[config.mk]
export PLATFORM = sky130hd
export DESIGN_NAME = pulse_stretcher
export DESIGN_NICKNAME = d
export VERILOG_FILES = /design/src/rtl/pulse_stretcher.sv
export SDC_FILE = /design/constraint.sdc
export NUM_CORES = 1
export LEC_CHECK = 0
export CAP_MARGIN = 0
export CORE_MARGIN = 2
export CORE_UTILIZATION = 58
export CTS_CLUSTER_DIAMETER = 60
export DETAILED_ROUTE_END_ITERATION = 8
export PLACE_DENSITY = 0.85
export SLEW_MARGIN = 20
export SYNTH_ARGS = -nofsm -noshare
export SYNTH_HDL_FRONTEND = slang
export SYNTH_SLANG_ARGS = --single-unit
[constraint.sdc]
create_clock -name CLOCK -period 3.45 [get_ports CLOCK]
set_input_delay 0.5175 -clock CLOCK [delete_from_list [all_inputs] [get_ports CLOCK]]
set_output_delay 0.5175 -clock CLOCK [all_outputs]
set_load 0.03 [all_outputs]
[src/rtl/pulse_stretcher.sv]
// pulse_stretcher: turns single-cycle request strobes into fixed-width output
// pulses separated by a guaranteed low gap. Requests arriving while busy are
// queued in a saturating pending counter and replayed in order.
// Optional feature macro: PULSE_STRETCH_RETRIGGER_EN. When it is defined, a
// request during the high window extends that window instead of being queued.
module pulse_stretcher #(
    parameter int unsigned HOLD_CYCLES = 4,
    parameter int unsigned GAP_CYCLES  = 2,
    parameter int unsigned CNT_W       = 24,
    parameter int unsigned PEND_W      = 2
) (
    input  logic              CLOCK,
    input  logic              RESET_N,
    input  logic              PULSE_IN,
    input  logic              CLR_OVF,
    output logic              PULSE_OUT,
    output logic              BUSY,
    output logic [PEND_W-1:0] PENDING,
    output logic              OVERFLOW
);

    localparam logic [CNT_W-1:0]  HOLD_LOAD = CNT_W'(HOLD_CYCLES - 1);
    localparam logic [CNT_W-1:0]  GAP_LOAD  = CNT_W'((GAP_CYCLES > 0) ? GAP_CYCLES - 1 : 0);
    localparam logic [PEND_W-1:0] PEND_MAX  = PEND_W'((1 << PEND_W) - 1);

    typedef enum logic [1:0] {
        S_IDLE = 2'd0,
        S_HIGH = 2'd1,
        S_GAP  = 2'd2
    } state_t;

    state_t           state;
    logic [CNT_W-1:0] cnt;

    logic retrig_c;
    logic end_high_c;
    logic end_gap_c;
    logic enq_c;
    logic deq_c;
    logic ovf_set_c;

    // Window bookkeeping: retrigger, end of high/gap window, queue push/pop.
    always_comb begin
        retrig_c   = 1'b0;
        end_high_c = 1'b0;
        end_gap_c  = 1'b0;
        enq_c      = 1'b0;
        deq_c      = 1'b0;
        ovf_set_c  = 1'b0;
`ifdef PULSE_STRETCH_RETRIGGER_EN
        retrig_c   = PULSE_IN && (state == S_HIGH);
`else
        retrig_c   = 1'b0;
`endif
        end_high_c = (state == S_HIGH) && (cnt == '0) && !retrig_c;
        // With no gap, the end of the high window doubles as the end of gap.
        if (GAP_CYCLES == 0) begin
            end_gap_c = end_high_c;
        end else begin
            end_gap_c = (state == S_GAP) && (cnt == '0);
        end
        deq_c = end_gap_c && (PENDING != '0);
        // A request at end of gap with an empty queue starts the next window directly.
        enq_c = PULSE_IN && (state != S_IDLE) && !retrig_c
                && !(end_gap_c && (PENDING == '0));
        ovf_set_c = enq_c && !deq_c && (PENDING == PEND_MAX);
    end

    // State machine with registered outputs.
    always_ff @(posedge CLOCK or negedge RESET_N) begin
        if (!RESET_N) begin
            state     <= S_IDLE;
            cnt       <= '0;
            PULSE_OUT <= 1'b0;
            BUSY      <= 1'b0;
        end else if (end_gap_c) begin
            if (deq_c || PULSE_IN) begin
                state     <= S_HIGH;
                cnt       <= HOLD_LOAD;
                PULSE_OUT <= 1'b1;
                BUSY      <= 1'b1;
            end else begin
                state     <= S_IDLE;
                cnt       <= '0;
                PULSE_OUT <= 1'b0;
                BUSY      <= 1'b0;
            end
        end else begin
            case (state)
                S_IDLE: begin
                    if (PULSE_IN) begin
                        state     <= S_HIGH;
                        cnt       <= HOLD_LOAD;
                        PULSE_OUT <= 1'b1;
                        BUSY      <= 1'b1;
                    end
                end
                S_HIGH: begin
                    if (retrig_c) begin
                        cnt <= HOLD_LOAD;
                    end else if (cnt != '0) begin
                        cnt <= cnt - CNT_W'(1);
                    end else begin
                        state     <= S_GAP;
                        cnt       <= GAP_LOAD;
                        PULSE_OUT <= 1'b0;
                    end
                end
                S_GAP: begin
                    cnt <= cnt - CNT_W'(1);
                end
                default: begin
                    state     <= S_IDLE;
                    cnt       <= '0;
                    PULSE_OUT <= 1'b0;
                    BUSY      <= 1'b0;
                end
            endcase
        end
    end

    // Saturating pending counter; a push and a pop in the same cycle cancel.
    always_ff @(posedge CLOCK or negedge RESET_N) begin
        if (!RESET_N) begin
            PENDING <= '0;
        end else if (enq_c && !deq_c && (PENDING != PEND_MAX)) begin
            PENDING <= PENDING + PEND_W'(1);
        end else if (deq_c && !enq_c) begin
            PENDING <= PENDING - PEND_W'(1);
        end
    end

    // Sticky overflow flag; a new drop wins over a clear in the same cycle.
    always_ff @(posedge CLOCK or negedge RESET_N) begin
        if (!RESET_N) begin
            OVERFLOW <= 1'b0;
        end else if (ovf_set_c) begin
            OVERFLOW <= 1'b1;
        end else if (CLR_OVF) begin
            OVERFLOW <= 1'b0;
        end
    end

endmodule

## Word level (Yosys, flattened, before mapping)

Index checks and enable logic that the tools add are counted.

| storage, ports and cells | value |
|---|---|
| input bits | 4 |
| output and inout port bits | 5 |
| word-level logic and storage cells | 62 |
| bits in registers | 31 |

| operators by class | value |
|---|---|
| reduce and logical (&&, ||, !) cells | 24 |
| equality and inequality tests | 8 |
| muxes and demuxes | 21 |
| add/sub/neg operators | 3 |

Operators with widths:

| cell | count |
|---|---|
| $mux 24 | 3 |
| $pmux 24 s3 | 1 |
| $logic_not 24->1 | 1 |
| $reduce_bool 24->1 | 1 |
| $sub 24x1->24 const B | 1 |
| $mux 2 | 6 |
| $logic_and 1x1->1 | 9 |
| $mux 1 | 8 |
| $reduce_bool 2->1 | 4 |
| $ne 3x3->1 const B | 2 |
| $pmux 2 s3 | 1 |
| $eq 2x2->1 const B | 2 |
| $logic_not 2->1 | 2 |
| $ne 2x2->1 const B | 2 |
| $logic_not 1->1 | 3 |
| $pmux 1 s3 | 1 |
| $reduce_and 3->1 | 1 |
| $add 2x1->2 const B | 1 |
| $eq 2x1->1 const B | 1 |
| $ne 2x1->1 const B | 1 |
| $pmux 1 s2 | 1 |
| $reduce_and 2->1 | 1 |
| $reduce_or 2->1 | 1 |
| $sub 2x1->2 const B | 1 |
| $logic_or 1x1->1 | 1 |

## Depth between registers and ports, before layout

Gate-level depths: netlist of the first run.

| depth | value |
|---|---|
| depth in word-level cells | 9 |
| gate-level depth with buffers | 8 |
| mapped depth without buffers | 7 |

## Least setup slack after synthesis of the first run

No wires, ideal clock.

| timing | value |
|---|---|
| kind | reg2reg |
| from | register cnt[0] |
| to | register cnt[1] |
| buffers on the path | 0 |
| slack | 0.974 ns |
| arrival time | 2.382 ns |
| required time | 3.356 ns |
| clock period less this slack | 2.476 ns |
| cell stages (with the launch flop) | 8 |
| library setup time | 0.094 ns |
| cells stage by stage | dfrtp_1 > inv_1 > ha_1 > or3b_2 > or4b_4 > nor2_1 > mux2_2 > a211oi_1 |

| on the way | value |
|---|---|
| longest elaborated chain between the ends | 6 |
| elaborated cells on any way between the ends | 11 |
| those cells by class | add/sub (1); eq/ne (1); mux (4); reduce/logical (5) |

Ends and longest elaborated chain:

| what | line | text |
|---|---|---|
| from (decl) | 33 | `logic [CNT_W-1:0] cnt;` |
| from (signal assigned) | 102 | `cnt <= cnt - CNT_W'(1);` |
| from (signal assigned) | 110 | `cnt <= cnt - CNT_W'(1);` |
| parallel branches: the longest is 6 deep, another holds $sub 24x1->24 | - |  |

Several ways; the timed one is not identified.
A chain may end at the register's enable or synchronous reset.

## Worst setup path after layout of the first run

| timing | value |
|---|---|
| from | register cnt[0] |
| to | register cnt[7] |

| on the way | value |
|---|---|
| longest elaborated chain between the ends | 4 |
| elaborated cells on any way between the ends | 8 |
| those cells by class | add/sub (1); eq/ne (1); mux (3); reduce/logical (3) |

Ends and longest elaborated chain:

| what | line | text |
|---|---|---|
| $sub 24x1->24 / $reduce_bool 24->1 (equally long branches) | 102, 110, 101 |  |
| $mux 24 | 101 | `end else if (cnt != '0) begin` |
| $pmux 24 s3 | 89 | `case (state)` |
| $mux 24 | 76 | `end else if (end_gap_c) begin` |

Parallel ways exist; a longest one is shown, timed or not.

==> results of run 1 <==
[cell families (layout without fill, tap and decap cells)]
| family | count (synthesis) | after routing |
|---|---|---|
| buf+inv | 14 | 28 |
| compound gates | 43 | 43 |
| mux | 1 | 1 |
| xor+xnor | 14 | 14 |
| fa+ha+maj | 1 | 1 |
| flops | 30 | 30 |
| simple gates | 78 | 78 |
[metal layers]
metal | up-vias | GRT usage [%] | part of all wire, %
met2 | 39 | 36.78 | 47
met5 | - | 0 | 0
li1 | 692 | - | -
met1 | 672 | 28.97 | 45
met3 | 17 | 7.256 | 5.0
met4 | 0 | 13.95 | 3.2
[metrics by stage]
| stage | power (mW) | cell area (µm²) | instances |
|---|---|---|---|
| after floorplan | 1.155 | 1637 | 181 |
| after global placement | 1.329 | 1762 | 218 |
| after detailed placement | 1.369 | 1762 | 218 |
| after CTS | 1.601 | 1822 | 226 |
| after global routing | 1.727 | 1822 | 226 |
| final | 1.604 | 1822 | 226 |
[placed cells by master (no fill, tap or decap), types with 3 or more instances in the layout]
master and n:
a211oi_1 3, a21oi_1 10, a31oi_1 5, buf_4 5, clkbuf_4 5, clkdlybuf4s50_1 8
dfrtp_1 30, inv_1 7, nand2_1 12, nand3_1 5, nand4_1 4, nor2_1 30
nor3_1 5, nor4_1 7, o21ai_0 8, o22ai_1 3, xnor2_1 9, xor2_1 5
[critical path: stages (launching register included)]
cell,delay (ns)
dfrtp_1,0.43
inv_1,0.08
ha_1,0.21
or3b_2,0.51
nor4b_1,0.53
a21oi_1,0.43
nor2_1,0.20
buf_4,0.21
a21oi_1,0.06
[power by group through the flow]
| stage | registers, mW | clock network [mW] | logic (mW) |
|---|---|---|---|
| finish | 0.666 | 0.224 | 0.715 |
| global route | 0.686 | 0.236 | 0.805 |
| CTS | 0.660 | 0.225 | 0.715 |
| detailed placement | 0.665 | 0 | 0.705 |
| global placement | 0.653 | 0 | 0.676 |
| floorplan | 0.651 | 0 | 0.503 |
[worst max-delay path by stage]
stage                     cells after the start            endpoint               start  slack [ns]
after floorplan                               7  cnt[1]$_DFFE_PN0P_  cnt[0]$_DFFE_PN0P_        0.97
after global placement                        7  cnt[1]$_DFFE_PN0P_  cnt[0]$_DFFE_PN0P_        0.89
after detailed placement                      7  cnt[1]$_DFFE_PN0P_  cnt[0]$_DFFE_PN0P_        0.75
after CTS                                     8  cnt[7]$_DFFE_PN0P_  cnt[0]$_DFFE_PN0P_        0.67
after global routing                          8  cnt[7]$_DFFE_PN0P_  cnt[0]$_DFFE_PN0P_        0.41
final                                         8  cnt[7]$_DFFE_PN0P_  cnt[0]$_DFFE_PN0P_        0.65
[layout make-up]
type / instances / area (µm²) / share of cell area (%)
multi-input combinational: 137 / 828.3 / 45.47
sequential: 30 / 750.7 / 41.21
timing repair buffer: 13 / 117.6 / 6.456
clock buffer: 7 / 55.05 / 3.022
tap: 31 / 38.79 / 2.129
inverter: 7 / 26.28 / 1.442
clock inverter: 1 / 5.005 / 0.2747
[state kept, by name (all words and copies together), names as in the netlist]
signal	count
cnt	24
PENDING	2
state	2
BUSY	1
OVERFLOW	1
==> run summary, run 1 <==
hold wc startpoint -> cnt[19]$_DFFE_PN0P_
Reg-to-Reg End -> cnt[7]$_DFFE_PN0P_
pwr/cell area -> 880.6 nW/µm²
Yosys warnings -> 0
CP required -> 3.66 ns
fin crit share -> 81.16%
largest family of logic cells by synthesized area -> simple AND/OR/NAND/NOR gates
vias in the first global route -> 1348
Post-Synth Simple-Gate Area -> 24.39%
commonest cells in the synthesized netlist -> dfrtp_1, nor2_1, nand2_1
Post-synth EDFFs -> 0
unrepaired setup endpoints after global routing -> no
pins over their slew limit -> 0
worst vdd ir -> 0.5385 mV
DRC -> 0
Die Wd -> 57.12 µm
adder-cell share of the synthesized area -> 0.7645%
antenna violations before repair -> 0
drt pass-1 iters -> 5
antenna cells -> 0
Fmax achieved -> 357.1 MHz
Mapped Area -> 1637 µm²
Final nets -> 199
kind of end point of the critical path -> register
Clock Tree Root -> clkbuf_4
mux contribution to synthesized area -> 0.6881%
GP Congestion -> 0.8655
Core Util, Final -> 67.22%
Starting Density -> 60.39%
clock buffer depth -> 2
vias per std cell -> 6.283
CTS tree -> yes
Distinct cells, synth -> 44
Post-synth ARST share -> 100.0%
fillcell total -> 223
Switch Pwr -> 0.6902 mW
worst hold stages -> 1
Skew-Pair Late Insertion Delay -> 0.34 ns
Hold Fails Final Rpt -> 0
CP max FO -> 14
hold worst-path end -> cnt[19]$_DFFE_PN0P_
Place WS -> 0.7519 ns
via count -> 1420
H-tree depth -> 2
num rows -> 19
status -> completed
xor/xnor share of the synthesized area -> 7.492%
GRT Resource Usage Total -> 23.62%
area growth from synthesis to layout -> 11.32%
area leader, netlist -> dfrtp_1
power share of the combinational group -> 44.6%
Synth Area in Compound Gates -> 17.28%
Post-Syn Instances -> 181
GRT overflow -> 0
Area contributors post-synth -> dfrtp_1, nor2_1, xnor2_1, a21oi_1, nand2_1
Routed WL per cell -> 15.38 µm
Clock Sinks -> 30
internal power -> 0.9141 mW
hold bufs inserted after CTS -> 0
PnR worst setup slack -> 0.6500 ns
final HPWL from detailed placement -> 2360 µm
register bit total from synthesis -> 30
# IOs -> 9
sequential fraction of the synthesis area -> 45.87%
Die Area -> 3263 µm²
chip height -> 57.12 µm
antenna-violating nets left -> 0
post-CTS setup buffers -> 0
leak pwr -> 0.7769 nW
fin crit period -> 2.800 ns
port bufs -> 8
Worst R2R Start -> cnt[0]$_DFFE_PN0P_
final setup vio count -> 0
share of cells above drive strength 1 -> 10.77%
largest net degree at the start of global routing -> 31
Syn Area/Cell -> 9.042 µm²
Num CTS Buffers -> 5
Flop pwr share -> 41.5%
WP data arrival -> 3.01 ns
total negative setup slack -> 0 ns
post-CTS sizing -> 0
reg2reg setup slack -> 0.65 ns
Least-Margin Pin Slew -> 0.9364 ns
Clock Power Share -> 13.9%
core outline area -> 2710 µm²
top-area cell type share of the netlist area -> 45.87%
Post-Syn Nets -> 186
worst hold slack -> 0.5147 ns
Clock transition at path regs -> 0.10 ns
Sw Share -> 43.02%
slew margin rel. -> 37.57%
clock skew -> 0.01192 ns
ys flop type -> dfrtp_1
first-pass GRT wire length -> 5878 µm
FF-to-FF path depth -> 8
WL final -> 3476 µm
kind of critical path -> reg2reg
Max Cap Viol -> 0
Hold Crit Class -> reg2reg
Iter 0 DRT Violations -> 63
startpoint types -> register
(Power assumes the default switching activity.)
==> run 2: changes to the inputs <==
- CORE_UTILIZATION: 58 -> 53
- PLACE_DENSITY: 0.85 -> 0.82
- clock period: 3.45 -> 2.3 ns (I/O delays scaled with it)
==> run 2 against run 1 <==
- the run now ends with setup timing left
- power grew 64%
- combinational power increased by 87%
- cell count is 8.0% higher
- sequential share of layout area down 3.5 points
- highest routed layer unchanged
==> run summary, run 2 (same netlist as run 1, synthesis figures left out) <==
Hold Crit Class -> in2async
fin crit period -> 2.337 ns
Reg-to-Reg End -> PENDING[0]$_DFFE_PN0P_
Max Cap Viol -> 0
unrepaired setup endpoints after global routing -> yes
FF-to-FF path depth -> 7
failing checks -> setup timing
Placed Area -> 1889 µm²
pins over their slew limit -> 0
Fmax achieved -> 427.8 MHz
clock skew -> 0.008699 ns
fin crit share -> 101.6%
Least-Margin Pin Slew -> 0.4668 ns
Starting Density -> 54.50%
first-pass GRT wire length -> 6713 µm
CP required -> 2.51 ns
kind of critical path -> reg2reg
worst-path cell chain -> inv_1 > ha_2 > or3b_4 > or4b_4 > or4_4 > o2111ai_2 > o311ai_1
Clock transition at path regs -> 0.10 ns
drt pass-1 iters -> 4
Routed WL per cell -> 16.06 µm
Iter 0 DRT Violations -> 88
startpoint types -> register
PnR worst setup slack -> -0.03747 ns
leak pwr -> 0.8660 nW
Worst R2R Start -> cnt[1]$_DFFE_PN0P_
GRT Resource Usage Total -> 25.94%
CP max FO -> 3
antenna cells -> 0
Clock Tree Root -> clkbuf_4
clock buffer depth -> 2
antenna-violating nets left -> 0
Skew-Pair Late Insertion Delay -> 0.33 ns
Hold Fails Final Rpt -> 0
largest net degree at the start of global routing -> 31
most frequent cells in the layout -> dfrtp_1, nor2_1, buf_4, nand2_1, a21oi_1
total negative setup slack -> -0.05517 ns
status -> finished, violations left
Post-Layout Inst Area -> 1989 µm²
Die Area -> 3549 µm²
WP data arrival -> 2.55 ns
H-tree depth -> 2
Clock Sinks -> 30
vias in the first global route -> 1523
Core Util, Final -> 66.25%
num rows -> 20
CP max-delay cell -> or4b_4
max reg flops -> 24
chip height -> 59.57 µm
antenna violations before repair -> 0
worst hold slack -> 0.3869 ns
vias per std cell -> 6.180
kind of end point of the critical path -> register
Top reg by flops -> cnt
CP max stage delay -> 0.53 ns
Die Wd -> 59.57 µm
Num CTS Buffers -> 5
slew margin rel. -> 68.88%
share of cells above drive strength 1 -> 21.33%
commonest non-fill, non-tap cell in the layout -> dfrtp_1
port bufs -> 8
DRC -> 0
CTS tree -> yes
GP Congestion -> 0.8641
WL final -> 3919 µm
final HPWL from detailed placement -> 2701 µm
via count -> 1508
reg2reg setup slack -> -0.04 ns
final setup vio count -> 2
top flop regs -> cnt x24, PENDING x2, state x2
core outline area -> 3003 µm²
# IOs -> 9
area growth from synthesis to layout -> 21.56%
worst vdd ir -> 0.7037 mV
Final nets -> 215
GRT overflow -> 0
pwr/cell area -> 1324 nW/µm²
fillcell total -> 242
run 2: changes by cell type in the layout (fill, tap and decap cells not counted), sizes merged:
cell  before  now
buf        5   21
run 2: metal layers:
layer / vias to the layer above / wire length (µm) / track usage, % / share of wire [%]
met5: - / 0 / 0 / 0
met4: 0 / 73 / 13.02 / 1.9
met3: 10 / 222 / 7.860 / 5.7
met2: 55 / 2006 / 43.01 / 51
met1: 718 / 1616 / 30.26 / 41
li1: 725 / - / - / -
run 2: worst max-delay path, delay by kind of cell (launching register included):
| family | cells | cell delay, ns |
|---|---|---|
| DFF | 1 | 0.40 |
| AOI/OAI and AO/OA | 2 | 0.21 |
| adders and majority gates | 1 | 0.17 |
| buffers and inverters | 1 | 0.07 |
| and+or+nand+nor | 3 | 1.35 |
run 2: power breakdown:
part           switching [mW]  total (mW)  internal (mW)
Sequential              0.228       0.963          0.735
Combinational           0.699        1.34          0.641
Clock                   0.183       0.331          0.148
Total                    1.11        2.63           1.52
run 2: worst max path at each step:
stage / slack (ns) / depth (start not counted) / endpoint / start
global route: -0.11 / 7 / PENDING[0]$_DFFE_PN0P_ / cnt[1]$_DFFE_PN0P_
finish: -0.04 / 7 / PENDING[0]$_DFFE_PN0P_ / cnt[1]$_DFFE_PN0P_
CTS: -0.02 / 7 / PENDING[0]$_DFFE_PN0P_ / cnt[1]$_DFFE_PN0P_
detailed placement: -0.06 / 7 / PENDING[0]$_DFFE_PN0P_ / cnt[1]$_DFFE_PN0P_
floorplan: -0.01 / 7 / cnt[1]$_DFFE_PN0P_ / cnt[0]$_DFFE_PN0P_
global placement: 0.06 / 7 / PENDING[0]$_DFFE_PN0P_ / cnt[1]$_DFFE_PN0P_
run 2: repair_timing:
item	CTS	global route
hold buffers	0	0
pin swaps	1	0
setup buffers	1	0
endpoints found under the setup margin	3	7
gates resized for setup	2	6
run 2: cell type report:
type,instances,area (µm²),share of cell area [%]
timing repair buffer,29,237.7,11.95
sequential,30,750.7,37.74
tap,33,41.29,2.075
multi-input combinational,137,873.3,43.90
clock inverter,1,5.005,0.2516
inverter,7,26.28,1.321
clock buffer,7,55.05,2.767
run 2: per-stage QoR:
step                      total power [mW]  setup WS, ns  std cells
after detailed placement             2.217      -0.05630        235
final                                2.634      -0.03747        244
after global routing                 2.845       -0.1071        244
after floorplan                      1.748      -0.01044        181
after CTS                            2.593      -0.01986        244
after global placement               2.143       0.05551        235
